`src/rtl/instr_fetch.sv`:
```
// Instruction-fetch stage: owns the PC, reads a synchronous-read instruction RAM
// and hands each word downstream over a valid/ready handshake, with branch redirect.
module instr_fetch #(
  parameter int unsigned ADDR_W = 8,
  parameter int unsigned DATA_W = 16
) (
  input  logic              clk,
  input  logic              rst_n,
  input  logic [ADDR_W-1:0] start_pc,
  output logic [ADDR_W-1:0] mem_addr,
  input  logic [DATA_W-1:0] mem_rdata,
  output logic [DATA_W-1:0] instr,
  output logic [ADDR_W-1:0] instr_pc,
  output logic              instr_valid,
  input  logic              instr_ready,
  input  logic              redirect,
  input  logic [ADDR_W-1:0] redirect_pc
);

  typedef enum logic [1:0] {
    S_INIT = 2'd0,
    S_REQ  = 2'd1,
    S_CAP  = 2'd2,
    S_HOLD = 2'd3
  } state_e;

  state_e              state_q;
  logic [ADDR_W-1:0]   pc_q;
  logic [DATA_W-1:0]   instr_q;
  logic [ADDR_W-1:0]   instr_pc_q;
  logic                valid_q;

  // Redirect overrides everything but INIT; in HOLD it also retires the held word.
  always_ff @(posedge clk or negedge rst_n) begin
    if (!rst_n) begin
      state_q    <= S_INIT;
      pc_q       <= '0;
      instr_q    <= '0;
      instr_pc_q <= '0;
      valid_q    <= 1'b0;
    end else if (state_q == S_INIT) begin
      pc_q    <= start_pc;
      state_q <= S_REQ;
    end else if (redirect) begin
      pc_q    <= redirect_pc;
      valid_q <= 1'b0;
      state_q <= S_REQ;
    end else begin
      case (state_q)
        S_REQ: state_q <= S_CAP;
        S_CAP: begin
          instr_q    <= mem_rdata;
          instr_pc_q <= pc_q;
          valid_q    <= 1'b1;
          pc_q       <= pc_q + ADDR_W'(1);
          state_q    <= S_HOLD;
        end
        S_HOLD: begin
          if (instr_ready) begin
            valid_q <= 1'b0;
            state_q <= S_REQ;
          end
        end
        default: state_q <= S_INIT;
      endcase
    end
  end

  assign mem_addr    = pc_q;
  assign instr       = instr_q;
  assign instr_pc    = instr_pc_q;
  assign instr_valid = valid_q;

endmodule

```
`config.mk`:
```
export PLATFORM = sky130hd
export DESIGN_NAME = instr_fetch
export DESIGN_NICKNAME = d
export VERILOG_FILES = /design/src/rtl/instr_fetch.sv
export SDC_FILE = /design/constraint.sdc
export NUM_CORES = 1
export LEC_CHECK = 0
export CORE_MARGIN = 2
export CORE_UTILIZATION = 43
export DETAILED_ROUTE_END_ITERATION = 6
export GPL_ROUTABILITY_DRIVEN = 0
export PLACE_DENSITY = 0.91
export SLEW_MARGIN = 10
export SYNTH_ARGS = -nofsm -noshare
export SYNTH_HDL_FRONTEND = slang
export SYNTH_SLANG_ARGS = --single-unit
```
`constraint.sdc`:
```
create_clock -name clk -period 2.3 [get_ports clk]
set_input_delay 0.345 -clock clk [delete_from_list [all_inputs] [get_ports clk]]
set_output_delay 0.345 -clock clk [all_outputs]
set_load 0.01 [all_outputs]
```
==> Flow_metrics.wiki <==
{| class="wikitable"
! Metric !! Value
|-
| Commonest non-fill, non-tap cell in the layout || sky130_fd_sc_hd__clkdlybuf4s50_1
|-
| Fraction of final layout cells sized beyond drive strength 1 || 19.4%
|-
| Type of element capturing the critical path || register
|-
| Synthesized area || 1730 um2
|-
| First-pass DRT Iterations || 4
|-
| Total area of multi-input combinational cells || 777 um2
|-
| Transition time at the pin with the least slew margin || 0.790 ns
|-
| Kind of start point of the critical path || register
|-
| Clk Latency, worst-skew pair || 0.29 ns
|-
| Cts repair resizes || 0
|-
| Number of cells in the design after placement || 259
|-
| Clock transition at the register clock pins on the worst setup and hold paths after CTS || 0.08 ns
|-
| Data required time of the critical path || 2.45 ns
|-
| Worst Hold Class || in -> async
|-
| CTS tree || done
|-
| Detailed Place HPWL || 2960 um
|-
| Final Net Count || 257
|-
| DP Worst Slack || 0.252 ns
|-
| Die Span X || 67.4 um
|-
| Total of buffers placed on input and output ports || 68
|-
| Number of nets in the synthesized netlist || 185
|-
| Post-DRT Antenna Nets || 0
|-
| Worst slew margin || 47.3%
|-
| Residual DRC count || 0
|-
| Synthesized area per cell || 12.0 um2
|-
| Synthesized netlist cell count || 144
|-
| Count of final hold-check violations || 0
|-
| Count of vias placed by the detailed router || 1403
|-
| Root Driver || sky130_fd_sc_hd__clkbuf_8
|-
| Share of synthesized area occupied by flip-flops and latches || 50.7%
|-
| Worst-case vdd ir drop || 769 uV
|-
| Post-route insts no fill || 267
|-
| Result of the run || finished, final reports clean
|-
| Final setup TNS || 0 ns
|-
| Global-route wire length before repair || 6440 um
|-
| Arrival time worst endpoint || 2.23 ns
|-
| Area growth from synthesis to final layout || 48.8%
|-
| Tot GR Track Use || 19.2%
|-
| Area taken by flip-flops and latches || 876 um2
|-
| Final max-slew violation count || 0
|-
| Cts bufs inserted || 5
|-
| Period minus WS final || 2.08 ns
|-
| Critical Setup Path Class || reg -> reg
|-
| Vias per std cell || 5.25
|-
| Count of state elements after synthesis || 35
|-
| Die span in y || 67.4 um
|-
| Hold bufs inserted after CTS || 0
|-
| LEAKAGE || 1.07 nW
|-
| DR iter-0 viols || 107
|-
| WL per Instance || 15.3 um
|-
| Die Outline Area || 4540 um2
|-
| Setup skew after layout || 0.00669 ns
|-
| Number of primary I/O pins || 69
|-
| Fin worst setup slack || 0.220 ns
|-
| Maximum number of pins on one net before global-route repair || 36
|-
| Clock sink count || 35
|-
| RSZ-0062 raised after global routing || no
|-
| Antenna violations before repair || 0
|-
| Core region area || 3940 um2
|-
| Number of buffers added for setup after CTS || 0
|-
| Hold Worst Slack || 0.132 ns
|-
| H-tree depth || 2
|-
| Count of standard-cell rows || 23
|-
| Max-capacitance violation count || 0
|-
| Most frequent cells in the layout || sky130_fd_sc_hd__clkdlybuf4s50_1 (67), sky130_fd_sc_hd__dfrtp_1 (35), sky130_fd_sc_hd__mux2_2 (26)
|-
| Peak fanout along the critical path || 19
|-
| Total routed wirelength || 4100 um
|-
| Synth warnings || 0
|-
| Ratio of final minimum period to clock period || 90.4%
|-
| Final global-route overflow total || 0
|-
| Setup slack of the worst register-to-register path || 0.22 ns
|-
| Fill cell total of the finished layout || 318
|-
| Pwr per Cell Area || 1270 nW/um2
|-
| Starting density of the core || 43.9%
|-
| Final setup viols || 0
|-
| Peak clock frequency supported by timing || 0.481 GHz
|-
| Number of global-route vias before repair || 1382
|-
| Distinct cells, synth || 38
|-
| Deepest clock path buffer count || 2
|-
| Total inserted antenna cells || 0
|}
where the power goes:
part	switching, mW	internal [mW]	leakage (nW)
combinational	0.612	0.933	0.585
sequential	0.256	0.915	0.430
clock	0.229	0.322	0.0581
total	1.10	2.17	1.07
Yosys cell counts:
cell                        count  share of area (%)
sky130_fd_sc_hd__o41ai_1        2                1.0
sky130_fd_sc_hd__and2_1         1               0.36
sky130_fd_sc_hd__nand3_1        2               0.58
sky130_fd_sc_hd__inv_1          5                1.1
sky130_fd_sc_hd__a32oi_1        1               0.51
sky130_fd_sc_hd__nor3_1         2               0.58
sky130_fd_sc_hd__buf_2          2               0.58
sky130_fd_sc_hd__clkbuf_1       1               0.22
sky130_fd_sc_hd__o21a_1         1               0.43
sky130_fd_sc_hd__nand2b_1       2               0.72
sky130_fd_sc_hd__nor2_1         5                1.1
sky130_fd_sc_hd__a222oi_1       3                1.7
sky130_fd_sc_hd__o21ai_0        6                1.7
sky130_fd_sc_hd__mux2_2        26                 17
sky130_fd_sc_hd__a21oi_1        7                2.0
sky130_fd_sc_hd__nand4_1        2               0.72
sky130_fd_sc_hd__o21ai_1        1               0.29
sky130_fd_sc_hd__xor2_1         2                1.0
sky130_fd_sc_hd__xnor2_1        2                1.0
sky130_fd_sc_hd__mux2i_1        1               0.58
sky130_fd_sc_hd__clkbuf_2       2               0.58
sky130_fd_sc_hd__buf_6          3                2.0
sky130_fd_sc_hd__or3_1          1               0.36
sky130_fd_sc_hd__and4_1         1               0.51
sky130_fd_sc_hd__nor2b_1        4                1.4
sky130_fd_sc_hd__mux2_1         2                1.3
sky130_fd_sc_hd__nor3b_4        1                1.1
sky130_fd_sc_hd__a2bb2oi_1      1               0.51
sky130_fd_sc_hd__a31oi_1        1               0.36
sky130_fd_sc_hd__a22oi_1        1               0.43
sky130_fd_sc_hd__nand3_2        1               0.58
sky130_fd_sc_hd__o21bai_1       1               0.43
sky130_fd_sc_hd__ha_1           5                3.6
sky130_fd_sc_hd__and3_1         1               0.36
sky130_fd_sc_hd__nand2_1        8                1.7
sky130_fd_sc_hd__nor4_1         1               0.36
sky130_fd_sc_hd__a311oi_1       1               0.51
sky130_fd_sc_hd__dfrtp_1       35                 51
worst max-delay path, cell delays in order, from the launching register on:
cell and delay (ns):
sky130_fd_sc_hd__dfrtp_1 0.43, sky130_fd_sc_hd__inv_1 0.08, sky130_fd_sc_hd__ha_1 0.62, sky130_fd_sc_hd__mux2_2 0.41
sky130_fd_sc_hd__a222oi_1 0.27, sky130_fd_sc_hd__o41ai_1 0.13
cell families after synthesis:
kind of cell	count (synthesis)	synth area share [%]
compound gates	26	9.99
fa+ha+maj	5	3.62
flops	35	50.7
mux	29	18.8
xor+xnor	4	2.03
simple gates	32	10.5
buf+inv	13	4.41
metrics by stage:
| stage | utilization [%] | instance area (um2) | power [mW] |
|---|---|---|---|
| floorplan | - | 1730 | 1.92 |
| global placement | 62.4 | 2460 | 2.67 |
| detailed placement | 62.4 | 2460 | 2.73 |
| CTS | 65.2 | 2570 | 3.29 |
| global route | 65.2 | 2570 | 3.50 |
| finish | 65.2 | 2570 | 3.27 |
worst paths after layout:
kind | start | end | cells past startpoint
min in group clk | instr[12] | instr[12] | 1
max in group asynchronous | rst_n | instr[9] | 1
max reg2reg | state_q[1] | mem_addr[7] | 5
min | rst_n | state_q[1] | 1
min reg2reg | instr[12] | instr[12] | 1
max | state_q[1] | mem_addr[7] | 5
area by class of cell:
type,count,share of cell area (%)
inverter,5,0.730
multi-input combinational,96,30.2
sequential,35,34.0
clock buffer,5,2.68
tap,50,2.43
clock inverter,3,1.70
timing repair buffer,73,28.2
state kept, by name, summed over array words and instances (netlist names):
name	cells
state_q	2
instr_pc	8
instr_valid	1
mem_addr	8
instr	16
layer usage:
metal  track usage, %  part of all wire [%]  vias to the layer above
met5                0                     0                        -
met4             5.61                  0.81                        0
met3             6.83                   8.7                        5
met2             32.8                    51                       55
met1             22.6                    39                      680
li1                 -                     -                      663
Note: power is estimated with default switching activity, not from simulation.
